[config.mk]
export PLATFORM = sky130hd
export DESIGN_NAME = fetch_stage
export DESIGN_NICKNAME = d
export VERILOG_FILES = /design/src/rtl/fetch_pkg.sv /design/src/rtl/fetch_stage_mux2.sv /design/src/rtl/fetch_stage.sv
export SDC_FILE = /design/constraint.sdc
export NUM_CORES = 1
export LEC_CHECK = 0
export CELL_PAD_IN_SITES_DETAIL_PLACEMENT = 2
export CELL_PAD_IN_SITES_GLOBAL_PLACEMENT = 2
export CORE_UTILIZATION = 34
export DETAILED_ROUTE_END_ITERATION = 8
export PLACE_DENSITY_LB_ADDON = 0.1
export SLEW_MARGIN = 40
export SYNTH_ARGS = -nofsm -noshare
export SYNTH_HDL_FRONTEND = slang
export SYNTH_SLANG_ARGS = --single-unit
[constraint.sdc]
create_clock -name CLK -period 3.2 [get_ports CLK]
set_input_delay 0.64 -clock CLK [delete_from_list [all_inputs] [get_ports CLK]]
set_output_delay 0.64 -clock CLK [all_outputs]
set_load 0.02 [all_outputs]
[src/rtl/fetch_pkg.sv]
// fetch_pkg
//   Shared types and constants for the fetch stage.
//   fetch_state_t : fetch FSM state encoding
//   PC_STEP       : byte distance between consecutive instructions
//   PC_AHEAD      : offset of the PC value seen by an instruction reading R15
//   NOP_INSTR     : instruction word used for a flushed IF/ID register
package fetch_pkg;

  typedef enum logic [1:0] {
    IDLE = 2'd0,
    WAIT = 2'd1,
    HOLD = 2'd2,
    DROP = 2'd3
  } fetch_state_t;

  localparam int unsigned PC_STEP   = 4;
  localparam int unsigned PC_AHEAD  = 8;
  localparam logic [31:0] NOP_INSTR = 32'h0;

endpackage

[src/rtl/fetch_stage_mux2.sv]
// Mux2
//   Generic two-input multiplexer.
//   d0_i, d1_i : data inputs (BITS wide)
//   sel_i      : 0 selects d0_i, 1 selects d1_i
//   y_o        : selected data
module Mux2 #(
  parameter int BITS = 32
) (
  input  logic [BITS-1:0] d0_i,
  input  logic [BITS-1:0] d1_i,
  input  logic            sel_i,
  output logic [BITS-1:0] y_o
);

  assign y_o = sel_i ? d1_i : d0_i;

endmodule

[src/rtl/fetch_stage.sv]
// fetch_stage
//   Fetch stage of the 32-bit ARM pipeline. Owns the PC, drives a ready-based
//   instruction-memory handshake, applies redirects from execute/writeback
//   and loads the IF/ID register feeding decode.
//   CLK, RESET            : clock, asynchronous active-low reset
//   StallF, StallD, FlushD: hazard-unit controls
//   BranchTakenE/ALUResultE : execute redirect (wins over writeback)
//   PCSrcW/ResultW        : writeback redirect (write to R15)
//   IMemReqF/IMemAddrF    : fetch request and address
//   IMemReadyF/IMemRDataF : memory response
//   InstrD/PCPlus8D/ValidD: IF/ID register outputs
module fetch_stage
  import fetch_pkg::*;
#(
  parameter int              BITS     = 32,
  parameter logic [BITS-1:0] RESET_PC = '0
) (
  input  logic            CLK,
  input  logic            RESET,
  input  logic            StallF,
  input  logic            StallD,
  input  logic            FlushD,
  input  logic            BranchTakenE,
  input  logic [BITS-1:0] ALUResultE,
  input  logic            PCSrcW,
  input  logic [BITS-1:0] ResultW,
  output logic            IMemReqF,
  output logic [BITS-1:0] IMemAddrF,
  input  logic            IMemReadyF,
  input  logic [BITS-1:0] IMemRDataF,
  output logic [BITS-1:0] InstrD,
  output logic [BITS-1:0] PCPlus8D,
  output logic            ValidD
);

  fetch_state_t    state_q, state_d;
  logic [BITS-1:0] pc_q, pc_d;
  logic [BITS-1:0] drop_addr_q, drop_addr_d;
  logic [BITS-1:0] skid_q, skid_d;
  logic [BITS-1:0] instr_q, instr_d;
  logic [BITS-1:0] pcplus8_q, pcplus8_d;
  logic            valid_q, valid_d;

  logic            stall;
  logic            redirect;
  logic [BITS-1:0] pc_plus4;
  logic [BITS-1:0] pc_plus8;
  logic [BITS-1:0] wb_or_seq;
  logic [BITS-1:0] next_pc;

  logic            pc_en;
  logic            drop_en;
  logic            skid_en;
  logic            load;
  logic            load_from_skid;

  assign stall    = StallF | StallD;
  assign redirect = BranchTakenE | PCSrcW;
  // Both sums wrap modulo 2^BITS by width truncation.
  assign pc_plus4 = pc_q + BITS'(PC_STEP);
  assign pc_plus8 = pc_q + BITS'(PC_AHEAD);

  // With no redirect both selects are low and the sequential PC passes through;
  // the second mux lets execute override writeback.
  Mux2 #(.BITS(BITS)) u_mux_wb (
    .d0_i  (pc_plus4),
    .d1_i  (ResultW),
    .sel_i (PCSrcW),
    .y_o   (wb_or_seq)
  );

  Mux2 #(.BITS(BITS)) u_mux_ex (
    .d0_i  (wb_or_seq),
    .d1_i  (ALUResultE),
    .sel_i (BranchTakenE),
    .y_o   (next_pc)
  );

  // In DROP the memory still owns the old address, so it is replayed from its
  // own register while PCF is free to take the redirect target.
  assign IMemReqF  = (state_q == WAIT) || (state_q == DROP);
  assign IMemAddrF = (state_q == DROP) ? drop_addr_q : pc_q;

  always_comb begin
    state_d        = state_q;
    pc_en          = 1'b0;
    drop_en        = 1'b0;
    skid_en        = 1'b0;
    load           = 1'b0;
    load_from_skid = 1'b0;
    case (state_q)
      IDLE: state_d = WAIT;
      WAIT: begin
        if (redirect) begin
          pc_en = 1'b1;
          if (!IMemReadyF) begin
            drop_en = 1'b1;
            state_d = DROP;
          end
        end else if (IMemReadyF) begin
          if (!stall) begin
            pc_en = 1'b1;
            load  = 1'b1;
          end else begin
            skid_en = 1'b1;
            state_d = HOLD;
          end
        end
      end
      HOLD: begin
        if (redirect) begin
          pc_en   = 1'b1;
          state_d = WAIT;
        end else if (!stall) begin
          pc_en          = 1'b1;
          load           = 1'b1;
          load_from_skid = 1'b1;
          state_d        = WAIT;
        end
      end
      DROP: begin
        if (redirect) pc_en = 1'b1;
        if (IMemReadyF) state_d = WAIT;
      end
      default: state_d = IDLE;
    endcase
  end

  always_comb begin
    pc_d        = pc_en   ? next_pc    : pc_q;
    drop_addr_d = drop_en ? pc_q       : drop_addr_q;
    skid_d      = skid_en ? IMemRDataF : skid_q;
    instr_d     = instr_q;
    pcplus8_d   = pcplus8_q;
    valid_d     = valid_q;
    if (FlushD) begin
      instr_d = BITS'(NOP_INSTR);
      valid_d = 1'b0;
    end else if (!StallD) begin
      if (load) begin
        // PCF is not advanced while the word sits in the skid register, so
        // pc_plus8 is still correct for a skid load.
        instr_d   = load_from_skid ? skid_q : IMemRDataF;
        pcplus8_d = pc_plus8;
        valid_d   = 1'b1;
      end else begin
        valid_d = 1'b0;
      end
    end
  end

  always_ff @(posedge CLK or negedge RESET) begin
    if (!RESET) begin
      state_q     <= IDLE;
      pc_q        <= RESET_PC;
      drop_addr_q <= RESET_PC;
      skid_q      <= '0;
      instr_q     <= '0;
      pcplus8_q   <= '0;
      valid_q     <= 1'b0;
    end else begin
      state_q     <= state_d;
      pc_q        <= pc_d;
      drop_addr_q <= drop_addr_d;
      skid_q      <= skid_d;
      instr_q     <= instr_d;
      pcplus8_q   <= pcplus8_d;
      valid_q     <= valid_d;
    end
  end

  assign InstrD   = instr_q;
  assign PCPlus8D = pcplus8_q;
  assign ValidD   = valid_q;

endmodule

Yosys cells after proc, flatten, opt, wreduce, memory -nomap -nowiden --
Index checks and enable logic that the tools add are counted.
Cells by class: $add $sub $neg 2, bitwise gates (word level) 4, eq/ne operators 9, multiplexer cells 35, reductions and logical operators 6
Operators with widths (count):
- $mux 32 | 7
- $add 32x3->32 const B | 1
- $add 32x4->32 const B | 1
- $mux 1 | 18
- $mux 2 | 7
- $ne 3x3->1 const B | 4
- $pmux 2 s4 | 1
- $reduce_and 5->1 | 1
- $eq 2x2->1 const B | 2
- $pmux 1 s3 | 1
- $reduce_and 3->1 | 1
- $eq 2x1->1 const B | 1
- $logic_not 2->1 | 1
- $ne 2x1->1 const B | 1
- $ne 2x2->1 const B | 1
- $not 1->1 | 2
- $or 1x1->1 | 2
- $pmux 1 s2 | 1
- $reduce_and 2->1 | 1
- $reduce_bool 2->1 | 1
- $logic_or 1x1->1 | 1
Word-level totals: flip-flop bits (word level) 163

Depth between registers and ports, before layout --
depth in word-level cells 8, gate-level depth with buffers 9, mapped depth without buffers 7

Hierarchy --
Synthesis repeated with hierarchy kept, for this count alone.
Second synthesis, totals: cell total of the unflattened synthesis 770, area total of the unflattened synthesis 9230.1 sq um
Modules (own cells, without submodules):
- fetch_stage | cells each 698, area each 8141.6 sq um, seq. area each 4078.9 sq um, instances 1
- Mux2 | cells each 36, area each 544.3 sq um, seq. area each 0.0 sq um, instances 2

Least setup slack after synthesis --
No wires, ideal clock.
path kind register to output, start reg state_q[0], end out IMemAddrF[10], slack 0.902 ns, data required time 2.560 ns, path buffers 2, cell stages (with the launch flop) 5, data arrival time 1.658 ns, cell sequence dfrtp_1 -> ha_1 -> clkbuf_1 -> clkbuf_1 -> mux2_2
On the way: cells in the longest elaborated chain, start to end 2
RTL lines:
- from (decl) | RTL line fetch_stage.sv:36 | fetch_state_t state_q, state_d;
- from (signal assigned) | RTL line fetch_stage.sv:162 | state_q <= state_d;
- $eq 2x2->1 | RTL line fetch_stage.sv:82 | assign IMemAddrF = (state_q == DROP) ? drop_addr_q : pc_q;
- $mux 32 | RTL line fetch_stage.sv:82
- to (decl) | RTL line fetch_stage.sv:28 | output logic [BITS-1:0] IMemAddrF,
Every way passes these cells.

Worst setup path after layout --
start reg state_q[0], end out IMemAddrF[30]
Same word-level chain as after synthesis.

==> results.md <==
GRT:
- The largest net degree at the start of global routing is 78.
- The initial antenna violation count was 0.
- met2 is the most crowded layer.
- The global route total overflow is 0.
- In the global route stage, overall resource usage came out at 22.5%.
- The global routing usage on met1 is 29.9%.
- For met3 alone, demand over resource in global routing was 3.90%.
- The global-route wire length before repair is 45.4 mm.
- The met2 routing resource usage after global routing is 37.5%.
- The number of global-route vias before repair is 7990.

Placement:
- Once detailed placement completed, the half-perimeter wirelength came to 20.0 mm.
- Including well taps, the total number of placed cells is 1309.
- Before CTS, the worst setup slack after placement is 0.361 ns.
- The count of buffers added on input and output ports is 201.
- The routability-driven placement congestion ratio is 0.754.

Layout:
- The fraction of layout cells with a size suffix above 1 is 11.2%.
- Excluding fillers, the count of instances in the completed layout stands at 1341.
- The antenna diode instance count is 0.
- The net total in the final layout is 1114.
- Compared with the post-synthesis result, the final layout area differs by 35.2%.

Floorplanning:
- Once the floorplan was initialized, standard cells occupied 35.0% of the core.
- The die is 161 um wide.
- The number of top-level design ports is 202.
- After floorplanning, the core was divided into 57 placement rows.
- The vertical extent of the die is 161 um.
- The area of the die is 25900 sq um.
- The area inside the core boundary is 24500 sq um.

Clock tree:
- The number of sinks on the clock net is 163.
- The clock input transition at the sequential cells of the worst setup and hold paths is 0.07 ns.
- The deepest clock path buffer count is 2.
- Counting the buffers created by CTS gives 17.
- The TritonCTS clock tree is built.
- The clock tree synthesis step divided the H-tree into 4 levels.
- The number of gates resized after CTS was 0.
- The number of buffers inserted to repair setup after CTS is 0.
- The root cell of the clock tree is sky130_fd_sc_hd__clkbuf_16.
- The insertion delay of the later-clocked pin in the worst-skew pair is 0.44 ns.
- Hold repair after CTS inserted 0 buffers.

Timing:
- Setup violations remaining at the end of the flow were counted as 0.
- Setup repair after global routing left no endpoint under its margin.
- For the finished layout, the period the worst path requires is 2.94 ns.
- The achievable frequency is 340 MHz.
- The transition time at the pin with the least slew margin is 0.801 ns.
- The post-route clock skew is 0.0140 ns.
- The sum of negative setup slack is 0 ns.
- Final hold analysis gives a worst-case slack of 0.216 ns.
- The final max-slew violation count is 0.
- The worst setup margin is 0.258 ns.
- The hold violation count in the final report is 0.
- The worst pin sits at a relative slew slack of 46.2%.
- In the finished design, the share of the clock period the worst path needs comes to 91.9%.

Setup path:
- Broken down by cell family, the worst path's largest delay share belongs to buffers and inverters.
- The critical path is of the flop to primary output type.
- The worst reg-to-reg path cell count is 6.
- Of all nets on the critical path, the largest fanout is 22.
- The source of the worst register-to-register timing path is pc_q[2].
- The capture point of the worst reg-to-reg path is pc_q[26].
- STA puts the critical path data arrival time at 2.30 ns.
- Data on the critical path is required at its endpoint by 2.56 ns.
- The worst setup path is captured at a primary output.
- The highest cell delay on the worst timing path is 0.55 ns.
- Setup slack on the worst reg-to-reg path comes out at 0.77 ns.
- Counting both buffers and inverters, the worst setup path holds a total of 2.
- The cell with the largest stage delay on the worst path is sky130_fd_sc_hd__clkdlybuf4s50_1.
- Traced cell by cell, the critical path runs through ha_2 > buf_4 > mux2_2 > clkdlybuf4s50_1.
- The worst setup path is launched from a flop.

Logic synthesis:
- Counting flops with a built-in enable in the synthesized netlist gives 0.
- The total nets after synthesis is 941.
- Each instance of the synthesized netlist takes up on average 10.3 sq um.
- The number of register bits inferred by synthesis is 163.
- The instance count of the mapped netlist is 831.
- For this run, the leading register cell type out of synthesis is sky130_fd_sc_hd__dfrtp_1.
- The share of flip-flops with an asynchronous set or reset is 100%.
- Of the synthesized area, sequential elements account for 47.5%.
- The number of distinct library cells after synthesis is 59.
- The area share of the largest cell type after synthesis is 47.5%.
- The area of the mapped netlist is 8590 sq um.
- Yosys printed 0 warnings.
- The synthesized design spends more area on one cell type than any other, namely sky130_fd_sc_hd__dfrtp_1.
- Ranked by total cell area, the synthesized netlist is headed by sky130_fd_sc_hd__dfrtp_1, sky130_fd_sc_hd__mux2_1, sky130_fd_sc_hd__mux2i_1, sky130_fd_sc_hd__o21ai_1, sky130_fd_sc_hd__mux2_2.

Routing:
- In this run the remaining antenna-violating nets after routing total 0.
- The first detailed-routing pass ran for 6 iterations.
- The total via count after detailed routing is 7272.
- Summed over all layers, the routed wires come to 28.2 mm.
- Dividing the detail-routed wire length by the instance count gives 21.0 um.
- The count of unresolved DRC violations after routing is 0.
- After the first detailed-routing iteration, the DRC count stood at 340.
- The average via count per standard cell is 5.42.

Power and ir drop:
- The maximum VDD drop is 411 uV.
- The completed layout was analyzed and its total power is 0.0104 W.
- The clock network burns 22.8% of the power.
- The leakage power is 4.84 nW.
- The areal power density over the cells is 894 nW/um^2.
- The switching power is 0.00405 W.
- The sequential power share is 35.2%.
- Of the total power, combinational logic draws 42.1%.
- In this run switching power makes up 39.0% of total power.
- The internal power is 0.00634 W.

Hold path:
- The class of the tightest hold or removal check is primary input to asynchronous set/reset pin.

Outcome:
- The flow ran to the end, and the final reports show no timing, DRC or antenna violations.

Job:
- Across the run, the number of max-cap violations was 0.
## worst max path at each step
stage | endpoint | cells after the start | start | slack, ns
2_1_floorplan | IMemAddrF[10] | 4 | state_q[0] | 0.90
3_3_place_gp | pc_q[14] | 7 | PCSrcW | 0.45
3_5_place_dp | InstrD[9] | 6 | PCSrcW | 0.36
4_1_cts | IMemAddrF[30] | 4 | state_q[0] | 0.20
5_1_grt | IMemAddrF[30] | 4 | state_q[0] | 0.17
6_report | IMemAddrF[30] | 4 | state_q[0] | 0.26
## flip-flops by register name, summed over array words and instances (netlist names)
signal,count
InstrD,32
PCPlus8D,32
drop_addr_q,32
pc_q,32
skid_q,32
state_q,2
ValidD,1
## layer usage
layer	part of all wire, %	wire length (um)
met1	46	12900
met2	48	13600
met3	3.9	1090
met4	1.8	516
met5	0	0
## placed cells by master (no fill, tap or decap), types with 4 or more instances in the layout
cell type and count:
sky130_fd_sc_hd__clkdlybuf4s50_1 199, sky130_fd_sc_hd__dfrtp_1 163, sky130_fd_sc_hd__nand2_1 71, sky130_fd_sc_hd__nor2_1 70, sky130_fd_sc_hd__o21ai_1 68, sky130_fd_sc_hd__mux2_1 66, sky130_fd_sc_hd__mux2i_1 35, sky130_fd_sc_hd__a211oi_1 33
sky130_fd_sc_hd__mux2_2 28, sky130_fd_sc_hd__a21oi_1 24, sky130_fd_sc_hd__buf_4 23, sky130_fd_sc_hd__o21ai_0 19, sky130_fd_sc_hd__clkbuf_16 17, sky130_fd_sc_hd__xnor2_1 16, sky130_fd_sc_hd__nand4_1 13, sky130_fd_sc_hd__nand3_1 13
sky130_fd_sc_hd__a22oi_1 12, sky130_fd_sc_hd__xor2_1 11, sky130_fd_sc_hd__inv_1 10, sky130_fd_sc_hd__a31oi_1 10, sky130_fd_sc_hd__a221oi_1 9, sky130_fd_sc_hd__nor4_1 7, sky130_fd_sc_hd__and3_1 6, sky130_fd_sc_hd__inv_6 6
sky130_fd_sc_hd__nor4_2 5, sky130_fd_sc_hd__a22o_1 5, sky130_fd_sc_hd__ha_1 5, sky130_fd_sc_hd__bufinv_16 5, sky130_fd_sc_hd__buf_12 5, sky130_fd_sc_hd__a41oi_1 4
## power groups by stage
stage               sequential [W]  combinational [W]  clock, W
floorplan                  0.00336            0.00272         0
global placement           0.00362            0.00429         0
detailed placement         0.00368            0.00441         0
CTS                        0.00366            0.00444   0.00242
global route               0.00378            0.00472   0.00249
finish                     0.00365            0.00437   0.00237
## cell type report
| class | instances | area, sq um |
|---|---|---|
| inverter | 10 | 37.5 |
| fill | 2519 | 12900 |
| clock inverter | 14 | 234 |
| multi-input combinational | 583 | 4150 |
| sequential | 163 | 4080 |
| timing repair buffer | 229 | 2280 |
| tap | 324 | 405 |
| clock buffer | 18 | 429 |
## cell usage after synthesis, drive strengths merged (10+ instances only)
master / n
nand3: 18
mux2: 94
dfrtp: 163
o21ai: 87
nor4: 14
xor2: 11
a211oi: 33
a21oi: 24
inv: 10
nand4: 13
a22oi: 12
nor2: 71
buf: 39
xnor2: 16
mux2i: 35
nand2: 72
clkbuf: 36
a31oi: 10
## kinds of logic (layout without fill, tap and decap cells)
family	after synthesis	count (layout)	share of synthesized area, %
flops	163	163	47.5
mux	129	129	16.4
compound gates	201	201	14.6
buf+inv	85	271	4.49
fa+ha+maj	6	6	0.874
simple gates	220	220	13.4
xor+xnor	27	27	2.75
## stage by stage
| stage | utilization [%] | instance area (sq um) |
|---|---|---|
| after floorplan | - | 8590 |
| after global placement | 44.6 | 10900 |
| after detailed placement | 44.6 | 10900 |
| after CTS | 47.3 | 11600 |
| after global routing | 47.3 | 11600 |
| final | 47.3 | 11600 |
Power figures use the tool's default switching activity.
